--- config.mk ---
export PLATFORM = sky130hd
export DESIGN_NAME = apb_slave_regbank
export DESIGN_NICKNAME = d
export VERILOG_FILES = /design/src/rtl/apb_pkg.sv /design/src/rtl/apb_regfile.sv /design/src/rtl/apb_slave_regbank.sv
export SDC_FILE = /design/constraint.sdc
export NUM_CORES = 1
export LEC_CHECK = 0
export ABC_AREA = 1
export CAP_MARGIN = 40
export CORE_AREA = 2 2 229 231
export CTS_CLUSTER_DIAMETER = 50
export DETAILED_ROUTE_END_ITERATION = 8
export DIE_AREA = 0 0 231 233
export PLACE_DENSITY = 0.57
export SLEW_MARGIN = 10
export SYNTH_ARGS = -nofsm -noshare
export SYNTH_HDL_FRONTEND = slang
export SYNTH_SLANG_ARGS = --single-unit
--- constraint.sdc ---
create_clock -name PCLK -period 16.94 [get_ports PCLK]
set_input_delay 5.082 -clock PCLK [delete_from_list [all_inputs] [get_ports PCLK]]
set_output_delay 5.082 -clock PCLK [all_outputs]
set_load 0.1 [all_outputs]
--- src/rtl/apb_pkg.sv ---
// Shared APB definitions: FSM state encodings, the master/slave fail code and default bus widths.
package apb_pkg;

  localparam int unsigned DEFAULT_DATA_WIDTH = 32;
  localparam int unsigned DEFAULT_ADDR_WIDTH = 32;

  typedef enum logic [1:0] {
    ST_IDLE = 2'd0,
    ST_WAIT = 2'd1,
    ST_RESP = 2'd2
  } apb_state_t;

  // Two-bit fail code understood by the master: {timeout, slverr}
  typedef struct packed {
    logic timeout;
    logic slverr;
  } apb_fail_t;

endpackage

--- src/rtl/apb_regfile.sv ---
// Register storage: synchronous write, combinational read, index 0 hard-wired to the ID constant.
module apb_regfile
  import apb_pkg::*;
#(
  parameter int unsigned         DATA_WIDTH = DEFAULT_DATA_WIDTH,
  parameter int unsigned         NUM_REGS   = 8,
  parameter logic [DATA_WIDTH-1:0] ID_VALUE = '0
) (
  input  logic                        clk,
  input  logic                        rst_n,
  input  logic                        we,
  input  logic [$clog2(NUM_REGS)-1:0] waddr,
  input  logic [DATA_WIDTH-1:0]       wdata,
  input  logic [$clog2(NUM_REGS)-1:0] raddr,
  output logic [DATA_WIDTH-1:0]       rdata
);

  logic [DATA_WIDTH-1:0] mem [NUM_REGS];

  // Writes to index 0 are dropped; the ID slot is never backed by storage
  always_ff @(posedge clk) begin
    if (!rst_n) begin
      for (int unsigned i = 0; i < NUM_REGS; i++) mem[i] <= '0;
    end else if (we && (waddr != '0)) begin
      mem[waddr] <= wdata;
    end
  end

  assign rdata = (raddr == '0) ? ID_VALUE : mem[raddr];

endmodule

--- src/rtl/apb_slave_regbank.sv ---
// APB completer serving a word-addressed register bank with fixed wait states and error response.
module apb_slave_regbank
  import apb_pkg::*;
#(
  parameter int unsigned           DATA_WIDTH  = DEFAULT_DATA_WIDTH,
  parameter int unsigned           ADDR_WIDTH  = DEFAULT_ADDR_WIDTH,
  parameter int unsigned           NUM_REGS    = 8,
  parameter int unsigned           WAIT_CYCLES = 2,
  parameter logic [DATA_WIDTH-1:0] ID_VALUE    = 32'hA9B0_0001
) (
  input  logic                  PCLK,
  input  logic                  PRESETn,
  input  logic                  PSEL_slv_i,
  input  logic                  PENABLE_slv_i,
  input  logic                  PWRITE_slv_i,
  input  logic [ADDR_WIDTH-1:0] PADDR_slv_i,
  input  logic [DATA_WIDTH-1:0] PWDATA_slv_i,
  output logic [DATA_WIDTH-1:0] PRDATA_slv_o,
  output logic                  PREADY_slv_o,
  output logic                  PSLVERR_slv_o
);

  localparam int unsigned IW = $clog2(NUM_REGS);
  localparam int unsigned CW = 4;

  apb_state_t state, state_nx;

  logic [CW-1:0]         cnt;
  logic [IW-1:0]         idx_q;
  logic                  write_q;
  logic                  err_q;
  logic [DATA_WIDTH-1:0] wdata_q;
  logic [DATA_WIDTH-1:0] rdata_q;

  logic [DATA_WIDTH-1:0] rd_word;
  logic [DATA_WIDTH-1:0] prdata_d;
  logic                  pready_d;
  logic                  pslverr_d;
  logic                  we_c;
  logic                  setup_c;
  logic                  err_c;
  logic [IW-1:0]         idx_c;

  assign setup_c = PSEL_slv_i && !PENABLE_slv_i;
  assign idx_c   = PADDR_slv_i[IW+1:2];

  // Misaligned, out of range (full-width compare) or a write to the ID register
  assign err_c = (PADDR_slv_i[1:0] != 2'b00)
              || (PADDR_slv_i >= ADDR_WIDTH'(NUM_REGS * 4))
              || (PWRITE_slv_i && (PADDR_slv_i < ADDR_WIDTH'(4)));

  apb_regfile #(
    .DATA_WIDTH (DATA_WIDTH),
    .NUM_REGS   (NUM_REGS),
    .ID_VALUE   (ID_VALUE)
  ) u_regfile (
    .clk   (PCLK),
    .rst_n (PRESETn),
    .we    (we_c),
    .waddr (idx_q),
    .wdata (wdata_q),
    .raddr (idx_c),
    .rdata (rd_word)
  );

  always_ff @(posedge PCLK) begin
    if (!PRESETn) state <= ST_IDLE;
    else          state <= state_nx;
  end

  always_comb begin
    state_nx = state;
    case (state)
      ST_IDLE: if (setup_c) state_nx = (WAIT_CYCLES == 0) ? ST_RESP : ST_WAIT;
      ST_WAIT: begin
        if (!PSEL_slv_i)         state_nx = ST_IDLE;
        else if (cnt == CW'(1))  state_nx = ST_RESP;
      end
      ST_RESP: state_nx = ST_IDLE;
      default: state_nx = ST_IDLE;
    endcase
  end

  // Response values are prepared on the edge entering RESP so they line up with PREADY
  always_comb begin
    pready_d  = 1'b0;
    pslverr_d = 1'b0;
    prdata_d  = '0;
    we_c      = (state == ST_RESP) && PSEL_slv_i && PENABLE_slv_i && write_q && !err_q;
    if (state_nx == ST_RESP) begin
      pready_d = 1'b1;
      if (state == ST_IDLE) begin
        pslverr_d = err_c;
        prdata_d  = err_c ? '0 : rd_word;
      end else begin
        pslverr_d = err_q;
        prdata_d  = rdata_q;
      end
    end
  end

  always_ff @(posedge PCLK) begin
    if (!PRESETn) begin
      cnt           <= '0;
      idx_q         <= '0;
      write_q       <= 1'b0;
      err_q         <= 1'b0;
      wdata_q       <= '0;
      rdata_q       <= '0;
      PRDATA_slv_o  <= '0;
      PREADY_slv_o  <= 1'b0;
      PSLVERR_slv_o <= 1'b0;
    end else begin
      PRDATA_slv_o  <= prdata_d;
      PREADY_slv_o  <= pready_d;
      PSLVERR_slv_o <= pslverr_d;
      if ((state == ST_IDLE) && setup_c) begin
        cnt     <= CW'(WAIT_CYCLES);
        idx_q   <= idx_c;
        write_q <= PWRITE_slv_i;
        err_q   <= err_c;
        wdata_q <= PWDATA_slv_i;
        rdata_q <= err_c ? '0 : rd_word;
      end else if (state == ST_WAIT) begin
        cnt <= (state_nx == ST_WAIT) ? cnt - CW'(1) : '0;
      end
    end
  end

endmodule

==> impl_metrics.toml <==
[outcome]
status = "finished, final reports clean"

[drt]
via_per_inst = 4.66
wl_per_cell_um = 16.3
drc = 0
routed_wl_mm = 40.2
drtPass1Iterations = 5
drtIter0Drc = 1077
ant_nets = 0
num_vias = 11500

[sta]
fin_setup_tns_ns = 0
post-route-min-period_ns = 8.77
clock_skew_ns = 0.0159
worstMarginPinSlew_ns = 0.879
slew_headroom_pct = 41.3
rsz0062_at_grt = "false"
finalHoldViolations = 0
slew_violations = 0
hold_ws_ns = 0.449
finalSetupViolations = 0
fin_crit_sh_pct = 51.8
setup_slack_ns = 8.17
clock.fmax_ghz = 0.114

[setup_path]
cp.arrival_ns = 8.95
endpoint_kind = "flip-flop"
crit_path_start_kind = "input pin"
reg2regPathDepth = 6
r2r_start = "state[1]"
reg2reg_to = "u_regfile.mem[3][5]"
r2r_setup_slack_ns = 13.65
critical_path_class = "in -> reg"
worstPathMaxFanout = 64
cp.required_ns = 17.12

[die]
initial_core_util_pct = 30.0
die_area_um2 = 53800
die_h_um = 233
rows = 83
core_area_um2 = 51100
dieWidth_um = 231
boundaryPins = 103

[grt]
grt_use_total_pct = 14.9
grt_overflow = 0
antenna_found_initial = 1
grt_first_pass_wirelength_mm = 63.3
grt_max_degree = 69
grt_pass1_vias = 11200

[logic_synthesis]
ys_seq_area_share_pct = 64.4
netlist_area_um2 = 15300
synth_cell_types = 28
yosys_warnings = 0
synth-seq-cells = 365
synth_cells = 1638
synth_top_flop_cell = "edfxtp_1"
avgSynthCellArea_um2 = 9.35
synth-edff-count = 256
synthArstFlopShare_pct = 0

[clock_tree]
cts_tree = "yes"
clock_path_buffers = 3
root_buffer = "clkbuf_16"
cts_buffers = 40
post_cts_resized = 0
ctsHoldBuffers = 0
clk_latency_ns = 0.54
clk_pin_slew_ns = 0.06
cts_setup_buffers = 0
cts-htree-levels = 2
cts_sinks = 365

[power_and_ir_drop]
clkPwrFrac_pct = 42.6
power_frac_seq_pct = 50.1
switching_share_pct = 23.3
combPwrFrac_pct = 7.3
vdd_drop_max_uv = 62.1
switchingPower_mw = 0.460
power_mw = 1.98
leakage_nw = 7.27
p_int_mw = 1.52
powerDensity_nw_per_um2 = 104

[flow_run]
maxCapViolations = 0

[min_path]
holdPathEnd = "rdata_q[5]"
min_from = "rdata_q[5]"
whs_path_depth = 2
hold_class = "reg -> reg"

[final_layout]
layout_common_cells = "nand2_1, nor2_1, edfxtp_1"
mostFrequentLayoutCell = "nand2_1"
area_growth_pct = 24.4
drive_gt1_share_pct = 8.32
final_nets = 1832
fillers = 5080
insertedDiodeCount = 0

[place]
gp_congestion = 0.774
place_ws_ns = 7.56
dpl.hpwl_mm = 25.1
io_buffers = 102
==> power groups by stage <==
stage	Clock [mW]	Combinational [mW]	Sequential (mW)
6_report	0.842	0.144	0.990
5_1_grt	0.890	0.160	0.993
4_1_cts	0.857	0.146	0.990
3_3_place_gp	0	0.136	1.01
3_5_place_dp	0	0.145	1.01
2_1_floorplan	0	0.0817	1.01
==> flip-flops by register name, indices dropped and copies added (netlist names) <==
signal         count
write_q            1
u_regfile.mem    256
PRDATA_slv_o      32
PREADY_slv_o       1
wdata_q           32
PSLVERR_slv_o      1
idx_q              3
err_q              1
rdata_q           32
cnt                4
state              2
==> routing by layer <==
layer / vias up / GRT usage, % / routed length, µm
li1: 5683 / - / -
met1: 5476 / 21.1 / 18700
met2: 300 / 23.9 / 18400
met3: 54 / 2.21 / 2460
met4: 2 / 3.87 / 667
met5: - / 0 / 13
==> logic make-up (layout without fill, tap and decap cells) <==
group / after synthesis / in the layout / share of synthesized area [%]
AOI/OAI and AO/OA: 176 / 176 / 5.81
xor gates and xnor gates: 2 / 2 / 0.114
adders and majority gates: 2 / 2 / 0.163
buffers and inverters: 191 / 313 / 4.93
DFF: 365 / 365 / 64.4
other: 1 / 32 / 0.0245
and+or+nand+nor: 901 / 901 / 24.5
==> per-stage QoR <==
| stage | utilization [%] | instances | cell area, µm² |
|---|---|---|---|
| 2_1_floorplan | - | 1669 | 15400 |
| 3_3_place_gp | 33.3 | 2355 | 17000 |
| 3_5_place_dp | 34.8 | 2399 | 17800 |
| 4_1_cts | 37.3 | 2471 | 19100 |
| 5_1_grt | 37.3 | 2471 | 19100 |
| 6_report | 37.3 | 2471 | 19100 |
==> worst max-delay path by stage <==
| stage | start | to | slack (ns) | depth (start not counted) |
|---|---|---|---|---|
| detailed placement | PRESETn | u_regfile.mem[3][6] | 7.56 | 7 |
| global route | PRESETn | u_regfile.mem[3][6] | 7.88 | 7 |
| CTS | PRESETn | u_regfile.mem[3][5] | 8.12 | 7 |
| floorplan | PRESETn | u_regfile.mem[3][0] | 8.01 | 6 |
| global placement | PRESETn | u_regfile.mem[3][5] | 7.64 | 7 |
| finish | PRESETn | u_regfile.mem[3][5] | 8.17 | 7 |
==> worst max-delay path, cell delays in order <==
cell and delay [ns]:
clkdlybuf4s50_1 0.96, inv_2 0.57, nor4_4 0.44, nand4_4 0.55, buf_4 0.58, o21ai_2 0.22, buf_4 0.45
==> Yosys cell counts, types with 4 or more instances <==
library cell / instances / area, µm²
buf_2: 27 / 135
inv_2: 4 / 15.0
dfxtp_1: 109 / 2180
nand3_1: 67 / 335
nor3_2: 10 / 100
nand2_1: 348 / 1310
nor2_1: 317 / 1190
a21oi_1: 36 / 180
inv_1: 71 / 267
nor3_1: 152 / 761
o21ai_0: 135 / 676
buf_1: 17 / 63.8
edfxtp_1: 256 / 7690
clkbuf_1: 68 / 255
==> cell type report <==
type / count / area [µm²] / area share (%)
Inverter: 78 / 293 / 1.54
Clock buffer: 58 / 1150 / 6.05
Timing Repair Buffer: 163 / 1900 / 9.97
Multi-Input combinational cell: 1113 / 4880 / 25.6
Sequential cell: 365 / 9870 / 51.8
Clock inverter: 14 / 110 / 0.578
Tap cell: 680 / 851 / 4.47
(Power assumes the default switching activity.)
